### config.mk
export PLATFORM = sky130hd
export DESIGN_NAME = trap_redirect_unit
export DESIGN_NICKNAME = d
export VERILOG_FILES = /design/src/rtl/trap_redirect_unit_pkg.sv /design/src/rtl/trap_redirect_unit.sv
export SDC_FILE = /design/constraint.sdc
export NUM_CORES = 1
export LEC_CHECK = 0
export BUFFER_PORTS_ARGS = -buffer_cell sky130_fd_sc_hd__buf_4
export CAP_MARGIN = 20
export CORE_ASPECT_RATIO = 1.25
export CORE_MARGIN = 2
export CORE_UTILIZATION = 41
export DETAILED_ROUTE_END_ITERATION = 6
export PLACE_DENSITY = 0.83
export SYNTH_ARGS = -nofsm -noshare
export SYNTH_HDL_FRONTEND = slang
export SYNTH_SLANG_ARGS = --single-unit
### constraint.sdc
create_clock -name clk -period 2.6 [get_ports clk]
set_input_delay 0.52 -clock clk [delete_from_list [all_inputs] [get_ports clk]]
set_output_delay 0.52 -clock clk [all_outputs]
set_load 0.02 [all_outputs]
### src/rtl/trap_redirect_unit_pkg.sv
// Shared definitions for the trap redirect unit: FSM state encoding and
// the machine-mode ECALL cause code used when cross-checking the CSR file.
package trap_redirect_unit_pkg;

  typedef enum logic [1:0] {
    TRAP_IDLE     = 2'd0,
    TRAP_REDIRECT = 2'd1,
    TRAP_DRAIN    = 2'd2
  } trap_state_t;

  localparam logic [31:0] MCAUSE_ECALL_M = 32'd11;

  // Trap targets are always word aligned; the low bits carry mode or are ignored.
  function automatic logic [31:0] word_align(input logic [31:0] addr);
    return {addr[31:2], 2'b00};
  endfunction

endpackage

### src/rtl/trap_redirect_unit.sv
// Turns ECALL/MRET in EX into a registered fetch redirect plus front-end flush,
// then drains wrong-path EX instructions for DRAIN_CYCLES enabled cycles.
module trap_redirect_unit
  import trap_redirect_unit_pkg::*;
#(
  parameter int DRAIN_CYCLES = 2,
  parameter int CNT_W        = 16
) (
  input  logic             clk,
  input  logic             rst,
  input  logic             pipeline_en,
  input  logic             ex_valid,
  input  logic             ex_is_ecall,
  input  logic             ex_is_mret,
  input  logic [31:0]      mtvec_in,
  input  logic [31:0]      mepc_in,
  output logic             redirect_valid,
  output logic [31:0]      redirect_pc,
  output logic             flush_front,
  output logic             trap_busy,
  output logic [CNT_W-1:0] trap_count
);

  localparam int DW = (DRAIN_CYCLES > 1) ? $clog2(DRAIN_CYCLES) : 1;
  localparam logic [DW-1:0] DRAIN_LOAD = DW'((DRAIN_CYCLES > 0) ? DRAIN_CYCLES - 1 : 0);

  trap_state_t       state_reg;
  logic [31:0]       target_reg;
  logic [DW-1:0]     drain_reg;
  logic [CNT_W-1:0]  count_reg;
  logic              redirect_reg;
  logic              busy_reg;

  // Mode/alignment bits of the CSR values are deliberately discarded.
  logic unused_low_bits;
  assign unused_low_bits = ^{mtvec_in[1:0], mepc_in[1:0]};

  always_ff @(posedge clk) begin
    if (rst) begin
      state_reg    <= TRAP_IDLE;
      target_reg   <= '0;
      drain_reg    <= '0;
      count_reg    <= '0;
      redirect_reg <= 1'b0;
      busy_reg     <= 1'b0;
    end else if (pipeline_en) begin
      case (state_reg)
        TRAP_IDLE: begin
          if (ex_valid && ex_is_ecall) begin
            target_reg   <= word_align(mtvec_in);
            count_reg    <= count_reg + 1'b1;
            state_reg    <= TRAP_REDIRECT;
            redirect_reg <= 1'b1;
            busy_reg     <= 1'b1;
          end else if (ex_valid && ex_is_mret) begin
            target_reg   <= word_align(mepc_in);
            state_reg    <= TRAP_REDIRECT;
            redirect_reg <= 1'b1;
            busy_reg     <= 1'b1;
          end
        end
        TRAP_REDIRECT: begin
          redirect_reg <= 1'b0;
          if (DRAIN_CYCLES == 0) begin
            state_reg <= TRAP_IDLE;
            busy_reg  <= 1'b0;
          end else begin
            drain_reg <= DRAIN_LOAD;
            state_reg <= TRAP_DRAIN;
          end
        end
        TRAP_DRAIN: begin
          // EX contents here are wrong-path and never inspected.
          if (drain_reg == '0) begin
            state_reg <= TRAP_IDLE;
            busy_reg  <= 1'b0;
          end else begin
            drain_reg <= drain_reg - 1'b1;
          end
        end
        default: begin
          state_reg    <= TRAP_IDLE;
          redirect_reg <= 1'b0;
          busy_reg     <= 1'b0;
        end
      endcase
    end
  end

  assign redirect_valid = redirect_reg;
  assign flush_front    = redirect_reg;
  assign redirect_pc    = target_reg;
  assign trap_busy      = busy_reg;
  assign trap_count     = count_reg;

endmodule
# Yosys cells after proc, flatten, opt, wreduce, memory -nomap -nowiden
# Cells that the tools add are included.
# op_classes
n_addsub,2
n_eq_ne,4
n_mux,13
n_bitwise,2
reduce_logical,11
# op_table
cell,count
$mux W32,2
$add A16 B1 Y16 const B,1
$reduce_and A3 Y1,4
$mux W2,3
$pmux W2 S3,1
$mux W1,4
$pmux W1 S2,2
$reduce_and A4 Y1,1
$reduce_bool A2 Y1,2
$ne A3 B3 Y1 const B,1
$pmux W1 S3,1
$eq A2 B1 Y1 const B,1
$eq A2 B2 Y1 const B,1
$logic_and A1 B1 Y1,2
$logic_not A2 Y1,1
$ne A2 B2 Y1 const B,1
$not A1 Y1,2
$reduce_and A2 Y1,1
$sub A1 B1 Y1 const B,1
# word_totals
ff_bits,53
wordCells,38

# Logic depth before layout (Yosys ltp)
# Gate-level depths: netlist (run 1).
# logic_depth
word_depth,4
ltp_mapped,7

# Worst setup path before layout (run 1)
# Ideal clock, no wire load.
# synth_timing
path_type,input to register
start,input ex_valid
end,register count_reg[15] (netlist: trap_count[15])
arrival_ps,1812
required_ps,2479
setup_slack_ps,667
stages,6
n_path_buf,2
path_cell_list,buf_2 -> nand4_4 -> or2_1 -> buf_6 -> nor4_1 -> mux2_2
# synth_via
elab_chain_cells,2
# synth_lines
item,line,source
from (decl),trap_redirect_unit.sv:12,"input logic ex_valid,"
$logic_and A1 B1 Y1,trap_redirect_unit.sv:49,if (ex_valid && ex_is_ecall) begin
$reduce_and A3 Y1 (no line),--,
to (signal assigned),trap_redirect_unit.sv:51,count_reg <= count_reg + 1'b1;
to (decl),trap_redirect_unit.sv:30,logic [CNT_W-1:0] count_reg;
# No other way between the ends.
# A chain may end at the register's enable or synchronous reset.

# Worst setup path in the final report (run 1)
# layout_timing
start,register state_reg[1]
end,register count_reg[15] (netlist: trap_count[15])
# layout_via
elab_chain_cells,2
# layout_lines
item,line,source
from (decl),trap_redirect_unit.sv:27,trap_state_t state_reg;
from (signal assigned),trap_redirect_unit.sv:40,state_reg <= TRAP_IDLE;
from (signal assigned),trap_redirect_unit.sv:52,state_reg <= TRAP_REDIRECT;
from (signal assigned),trap_redirect_unit.sv:57,state_reg <= TRAP_REDIRECT;
$logic_not A2 Y1,trap_redirect_unit.sv:47,case (state_reg)
$reduce_and A3 Y1 (no line),--,
# No other way between the ends.

==> results of run 1 <==
per-stage QoR:
step | cells | instance area [um^2] | power [mW] | hold slack [ns]
finish | 460 | 3360 | 1.73 | 0.484
global route | 460 | 3360 | 1.81 | 0.480
CTS | 460 | 3360 | 1.75 | 0.474
detailed placement | 452 | 3250 | 1.20 | 0.486
global placement | 452 | 3250 | 1.19 | 0.470
floorplan | 296 | 2390 | 1.04 | 0.485
cell usage after synthesis, types with 2 or more instances:
cell type / n / area share
dfxtp_1: 51 / 0.43
or2_1: 2 / 0.0052
nor2_1: 46 / 0.072
clkbuf_1: 21 / 0.033
nor2b_1: 2 / 0.0052
nand3_1: 35 / 0.073
inv_1: 7 / 0.011
o21ai_0: 2 / 0.0042
or4_1: 2 / 0.0063
a311oi_1: 31 / 0.11
o31ai_1: 2 / 0.0063
buf_2: 4 / 0.0084
xor2_1: 3 / 0.011
ha_1: 5 / 0.026
nand2_1: 36 / 0.057
buf_4: 3 / 0.0094
nand4_1: 3 / 0.0079
xnor2_1: 6 / 0.022
nor3_1: 8 / 0.017
mux2_2: 2 / 0.0094
a21oi_1: 7 / 0.015
nor4_1: 3 / 0.0079
kinds of logic (layout without fill, tap and decap cells):
family	Yosys count	in the layout	synth area share
mux	3	3	0.0136
xor+xnor	9	9	0.0330
flops	51	51	0.427
buf+inv	36	134	0.0665
fa+ha+maj	5	5	0.0262
compound gates	46	46	0.152
simple gates	144	144	0.280
other cells	1	2	0.00157
power groups by stage:
stage	clock (mW)	sequential [mW]	combinational, mW
6_report	0.548	0.841	0.339
2_1_floorplan	0	0.901	0.140
3_5_place_dp	0	0.858	0.342
3_3_place_gp	0	0.858	0.335
5_1_grt	0.596	0.846	0.373
4_1_cts	0.567	0.841	0.342
per-layer routing:
layer,track usage,share of wire,wire length [um],vias to the layer above
li1,-,-,-,1233
met1,0.202,0.39,2420,1132
met5,0,0,0,-
met2,0.348,0.53,3230,84
met4,0.0566,0.0049,30,0
met3,0.0519,0.073,448,2
worst reg2reg max path: stages, from the launching register on:
cell and delay, ns:
dfxtp_1 0.33, inv_1 0.10, ha_1 0.32, nand4_4 0.19
or2_1 0.37, nor4_1 0.33, mux2_2 0.37
how the worst max path moves through the flow:
stage	startpoint	depth (start not counted)	to
after floorplan	ex_valid	6	trap_count[15]$_SDFFE_PP0P_
after global placement	state_reg[1]$_SDFFE_PP0P_	6	trap_count[15]$_SDFFE_PP0P_
after detailed placement	state_reg[1]$_SDFFE_PP0P_	6	trap_count[15]$_SDFFE_PP0P_
after CTS	state_reg[0]$_SDFFE_PP0P_	6	trap_count[15]$_SDFFE_PP0P_
after global routing	state_reg[0]$_SDFFE_PP0P_	6	trap_count[15]$_SDFFE_PP0P_
final	state_reg[1]$_SDFFE_PP0P_	6	trap_count[15]$_SDFFE_PP0P_
final cells by class:
cell class | count | area [um^2]
Fill cell | 521 | 2340
Multi-Input combinational cell | 209 | 1210
Sequential cell | 51 | 1020
Timing Repair Buffer | 119 | 906
Tap cell | 66 | 82.6
Clock buffer | 5 | 68.8
Clock inverter | 3 | 43.8
Inverter | 7 | 26.3
==> run metrics, run 1 <==
first-pass GRT wire length=roughly 9.7 mm; Clock Skews=around 0.011 ns; Sw Ratio=0.266; number of I/O pins=around 120; fin nets=~470; number of I/O port buffers=roughly 110; r2r endpoint=trap_count[15]$_SDFFE_PP0P_; # setup viols final=0; Synth Warn #=0; share of post-route cells with drive strength above 1=0.340; DP Worst Slack=approximately 0.52 ns; hold depth=3; Pint=roughly 1.3 mW; clock sink count=just over 50; CTS tree=done; fin crit share=0.806; slowest stage delay, CP=0.37 ns; Crit path required time=2.80 ns; Die Wd=a little over 70 um; Setup TNS=0 ns; via count=~2500; Reg2Reg Depth=6; Critical R2R Launch=state_reg[1]$_SDFFE_PP0P_; WL per Instance=around 13 um; RSZ-0062 raised after global routing=no; Startpoint Class=flip-flop; Initial DRT Pass Iterations=4; Leakage=about 1.4 nW; initial antenna violation count=0; FF-to-FF setup slack=a little over 0.5 ns; part of the power in registers=0.487; starting density of the core=0.419; Routed WL=roughly 6.1 mm; peak supply drop=about 270 uV; Arrival @ worst endpoint=~2.3 ns; vias in the first global route=approximately 2200; P&R area growth vs syn=40.7%; site row count=31; Slew HR=0.637; status=complete, no violations; fmax=~0.48 GHz; Die ar.=roughly 6500 um^2; CP Capture Type=flip-flop; Seq/Total Area, Yosys=0.427; Crit Path Category=reg2reg; CTS root buf=clkbuf_8; Primary FF master, synth=dfxtp_1; top cell family by delay on the critical path=simple AND/OR/NAND/NOR gates; clock share of power=0.317; via/cell ratio=5.33; max FFs per register=30; number of antenna-violating nets in the routed design=0; DRC marker count from the first detailed-route iteration=115; Cells after Synth=roughly 300; synthesized cell area=approximately 2400 um^2; commonest non-fill, non-tap cells in the layout=buf_4 (118), dfxtp_1 (51), nor2_1 (46), nand2_1 (36), nand3_1 (35); hpwl dp=4.41 mm; die height=89.4 um; Reg clk slew, reported paths=about 0.10 ns; H-tree depth=2; FFs w/ async S/R, synth=0; clk_lat worst skew=approximately 0.3 ns; CTS max path bufs=2; Slowest-stage cell, CP=or2_1; combinational power share=0.196; Setup Fix Bufs, Post-CTS=0; hold_sp=mepc_in[20]; Max Fanout on Critical Path=8; clock buffer count from CTS=5; commonest non-fill, non-tap cell in the layout=buf_4; GR Util All Layers=0.186; total gr overflow=0; pwr dens=514 nW/um^2; Mean Syn Cell Area=8.10 um^2; CP cell instances=inv_1, ha_1, nand4_4, or2_1, nor4_1, mux2_2; Final Hold Fails=0; DRC Markers=0; Post-synth EDFFs=0; ant diodes=0; Min-Delay Endpoint=redirect_pc[20]$_SDFFE_PP0P_; Yosys reg bits=51; Switch Pwr=between 0.4 and 0.5 mW; Final Critical Period=about 2.1 ns; Hold Crit Class=in2reg; critical path buffer and inverter count=1; measured slew at the worst slew-check pin=between 0.5 and 0.6 ns; Synth cell types=36; Hold-fix buffers, CTS=0; Slew Limit Fails=0; Layout Utilization=0.590; routability cong.=around 0.77; post_cts resized=0; fin worst setup slack=0.505 ns; largest net degree at the start of global routing=between 50 and 60; area of the core=about 5700 um^2; # Max-Cap Violations=0
(Power assumes the default switching activity.)
==> run 2: changes to the inputs <==
PLACE_DENSITY = 0.86   (was 0.83)
clock period = 1.9 ns   (was 2.6 ns; I/O delays follow)
==> run 2 against run 1 <==
Net effect: design area rose by 2.9%; worst setup slack got worse by 0.45 ns; global-route usage rose by 0.75 points; first-iteration DRC count rose by 0.87%; register-to-register slack got worse by 0.45 ns; sequential share of layout area fell by 0.86 points; core utilization rose by 1.7 points; sequential cell count did not move; critical path depth did not move; clock power rose by 24%; hold slack got worse by 0.14 ns; critical path type unchanged; largest power group unchanged.
==> run metrics, run 2 (synthesized netlist as in run 1, its figures left out) <==
vias in the first global route=approximately 2400; starting density of the core=0.419; # setup viols final=0; max FFs per register=30; Slowest-stage cell, CP=mux2_2; Slew HR=0.635; Fin Hold WS=around 0.34 ns; fin crit share=0.972; slowest stage delay, CP=0.36 ns; Crit Path Category=reg2reg; Arrival @ worst endpoint=between 2 and 2.5 ns; top cell family by delay on the critical path=simple AND/OR/NAND/NOR gates; clock buffer count from CTS=5; fin nets=around 480; CP cell instances=inv_1, ha_4, nand4_4, or2_1, nor4_2, mux2_2; routability cong.=approximately 0.77; commonest non-fill, non-tap cell in the layout=buf_4; site row count=31; hpwl dp=~4.6 mm; Hold Crit Class=in2reg; Startpoint Class=flip-flop; clock sink count=51; Slew Limit Fails=0; total gr overflow=0; Max Fanout on Critical Path=8; # Max-Cap Violations=0; number of I/O pins=around 120; CP Capture Type=flip-flop; ant diodes=0; Hold-fix buffers, CTS=0; Final Hold Fails=0; initial antenna violation count=0; area of the core=5700 um^2; DRC marker count from the first detailed-route iteration=about 120; die height=89.4 um; Routed WL=between 6 and 7 mm; number of I/O port buffers=roughly 110; Die Wd=around 72 um; final instance area=around 3500 um^2; Final Critical Period=between 1.5 and 2 ns; pwr dens=approximately 670 nW/um^2; fin worst setup slack=roughly 0.053 ns; RSZ-0062 raised after global routing=yes; share of post-route cells with drive strength above 1=0.359; peak supply drop=324 uV; status=complete, no violations; Die ar.=~6500 um^2; fmax=0.541 GHz; DRC Markers=0; via/cell ratio=5.41; Initial DRT Pass Iterations=4; CTS root buf=clkbuf_8; Leakage=between 1 and 1.5 nW; via count=2526; first-pass GRT wire length=approximately 10 mm; DP Worst Slack=around 0.027 ns; GR Util All Layers=0.193; commonest non-fill, non-tap cells in the layout=buf_4 (123), dfxtp_1 (51), nor2_1 (46), nand2_1 (36), nand3_1 (35); area post-placement=approximately 3300 um^2; H-tree depth=2; critical path buffer and inverter count=1; Reg clk slew, reported paths=0.09 ns; CTS tree=done; WL per Instance=13.7 um; Clock Skews=slightly below 0.009 ns; measured slew at the worst slew-check pin=around 0.55 ns; CTS max path bufs=2; number of antenna-violating nets in the routed design=0; P&R area growth vs syn=44.8%; clk_lat worst skew=0.30 ns; largest net degree at the start of global routing=54; Crit path required time=roughly 2.1 ns
## run 2: layout make-up
cell class / instances / area [um^2]
flip-flops and latches: 51 / 1020
repair buffers: 126 / 983
multi-input cells: 209 / 1240
inverters: 7 / 26.3
fillers: 504 / 2240
clock inverters: 1 / 7.51
clock buffers: 7 / 96.3
well taps: 66 / 82.6
## run 2: final timing paths
path / slack, ns / end / cells past startpoint / startpoint
setup / recovery: 0.05 / trap_count[15]$_SDFFE_PP0P_ / 6 / state_reg[0]$_SDFFE_PP0P_
hold / removal: 0.34 / redirect_pc[9]$_SDFFE_PP0P_ / 3 / mepc_in[9]
setup reg to reg: 0.05 / trap_count[15]$_SDFFE_PP0P_ / 6 / state_reg[0]$_SDFFE_PP0P_
hold reg to reg: 0.49 / trap_count[14]$_SDFFE_PP0P_ / 2 / trap_count[14]$_SDFFE_PP0P_
## run 2: timing repair
item                       CTS  global route
setup endpoints to repair    0             4
resized for setup            0             4
setup buffers                0             0
## run 2: worst reg2reg max path, stage by stage (launching register included)
cell and delay, ns:
dfxtp_1 0.35, inv_1 0.14, ha_4 0.18, nand4_4 0.07
or2_1 0.33, nor4_2 0.32, mux2_2 0.36
## run 2: through the flow
step,instances,power (mW),TNS (ns),utilization
after global placement,459,1.65,0,0.584
after floorplan,296,1.42,0,-
after global routing,467,2.43,-0.0472,0.607
after detailed placement,459,1.66,0,0.584
after CTS,467,2.33,0,0.602
final,467,2.32,0,0.607
## run 2: layer usage
layer	vias to the layer above	GRT usage	part of all wire
met4	0	0.0669	0.012
met3	8	0.0428	0.065
li1	1248	-	-
met5	-	0	0
met2	87	0.367	0.53
met1	1183	0.210	0.40
## run 2: power by group
group	switching, mW	internal [mW]	total [mW]
Sequential	0.0298	1.12	1.15
Clock	0.346	0.332	0.677
Combinational	0.251	0.237	0.488
==> run 3: changes to the inputs <==
RECOVER_POWER = 50   (was not set)
==> run 3 against run 2 <==
Net effect: core utilization down 1.9 points; non-clock buffer count unchanged; combinational power shrank 7.2%; critical endpoint unchanged; largest power group unchanged.
==> run metrics, run 3 (synthesized netlist as in run 1, its figures left out) <==
status=complete, no violations; Final Hold Fails=0; WL met1=between 2 and 2.5 mm; Critical R2R Launch=state_reg[0]$_SDFFE_PP0P_; DRC marker count from the first detailed-route iteration=about 120; fmax=between 0.5 and 0.6 GHz; Hold Crit Class=in2reg; CP Capture Type=flip-flop; ant diodes=0; GR Util All Layers=0.193; via count=about 2500; # setup viols final=0; total gr overflow=0; vias in the first global route=between 2000 and 2500; wire length on met3=423 um; Max Fanout on Critical Path=8; DRC Markers=0; Crit Path Category=reg2reg; post_cts resized=0; routability cong.=around 0.77; commonest non-fill, non-tap cells in the layout=buf_4 (94), dfxtp_1 (51), nor2_1 (46), nand2_1 (36), nand3_1 (35); Arrival @ worst endpoint=between 2 and 2.5 ns; Slew HR=0.635; first-pass GRT wire length=10.1 mm; DR top layer=met4; CTS tree=done; P&R area growth vs syn=40.2%; Setup TNS=0 ns; Hold-fix buffers, CTS=0; clock sink count=between 50 and 60; fin nets=475; Leakage=about 1.3 nW; area post-placement=around 3300 um^2; CTS root buf=clkbuf_8; share of post-route cells with drive strength above 1=0.287; measured slew at the worst slew-check pin=about 0.55 ns; RSZ-0062 raised after global routing=yes; area of the core=5700 um^2; WL per Instance=about 14 um; clock buffer count from CTS=5; DP Worst Slack=0.0274 ns; via/cell ratio=between 5 and 6; r2r endpoint=trap_count[15]$_SDFFE_PP0P_; Setup Fix Bufs, Post-CTS=0; Startpoint Class=flip-flop; commonest non-fill, non-tap cell in the layout=buf_4; largest net degree at the start of global routing=54; die height=89.4 um; Final Critical Period=1.85 ns; Die Wd=about 72 um; H-tree depth=2; peak supply drop=319 uV; CTS max path bufs=2; FF/Latch Area=1020 um^2; clk_lat worst skew=around 0.3 ns; metal2 WL=3.40 mm; final instance area=3350 um^2; Reg2Reg Depth=6; site row count=31; Initial DRT Pass Iterations=4; Clock Skews=0.00765 ns; Crit. Startpoint=state_reg[0]$_SDFFE_PP0P_; fin worst setup slack=about 0.049 ns; layout filler cell count=around 530; Fin Hold WS=between 0.3 and 0.4 ns; number of I/O pins=~120; starting density of the core=0.419; # Max-Cap Violations=0; hpwl dp=approximately 4.6 mm; Slew Limit Fails=0; pwr dens=between 600 and 700 nW/um^2; number of I/O port buffers=~110; Reg clk slew, reported paths=0.09 ns; number of antenna-violating nets in the routed design=0; initial antenna violation count=0; Routed WL=between 6 and 7 mm; Die ar.=between 6000 and 7000 um^2; fin crit share=0.974; Crit path required time=~2.1 ns; FF-to-FF setup slack=just under 0.05 ns; worst setup path endpoint=trap_count[15]$_SDFFE_PP0P_; max FFs per register=30; Multi-input gate area=1240 um^2; Layout Utilization=0.588
-- run 3: metrics by stage --
stage          cells  power, mW
2_1_floorplan    296       1.42
3_3_place_gp     459       1.65
3_5_place_dp     459       1.66
4_1_cts          467       2.33
5_1_grt          467       2.39
6_report         467       2.28
-- run 3: layer usage --
metal  global-route usage  vias to the layer above
met2                0.367                       86
met1                0.210                     1165
met3               0.0428                        8
met5                    0                        -
met4               0.0669                        0
li1                     -                     1245
-- run 3: power breakdown --
part / internal, mW / leakage [nW] / switching (mW)
Sequential: 1.12 / 0.416 / 0.0291
Combinational: 0.202 / 0.871 / 0.250
Clock: 0.332 / 0.0505 / 0.347
-- run 3: worst max-delay path, cell delays in order (launching register included) --
cell     delay, ns
dfxtp_1       0.35
inv_1         0.14
ha_4          0.18
nand4_4       0.07
or2_1         0.33
nor4_2        0.32
mux2_2        0.36
-- run 3: layout make-up --
type	count	share of cell area
Timing Repair Buffer	126	0.261
Inverter	7	0.00784
Clock inverter	1	0.00224
Sequential cell	51	0.305
Multi-Input combinational cell	209	0.371
Clock buffer	7	0.0288
Tap cell	66	0.0246
-- run 3: worst min-delay path by stage --
| stage | start | to | depth (start not counted) |
|---|---|---|---|
| floorplan | drain_reg$_SDFFE_PP0P_ | drain_reg$_SDFFE_PP0P_ | 2 |
| global placement | trap_count[14]$_SDFFE_PP0P_ | trap_count[14]$_SDFFE_PP0P_ | 2 |
| detailed placement | trap_count[14]$_SDFFE_PP0P_ | trap_count[14]$_SDFFE_PP0P_ | 2 |
| CTS | mepc_in[27] | redirect_pc[27]$_SDFFE_PP0P_ | 3 |
| global route | mepc_in[23] | redirect_pc[23]$_SDFFE_PP0P_ | 3 |
| finish | mepc_in[9] | redirect_pc[9]$_SDFFE_PP0P_ | 3 |
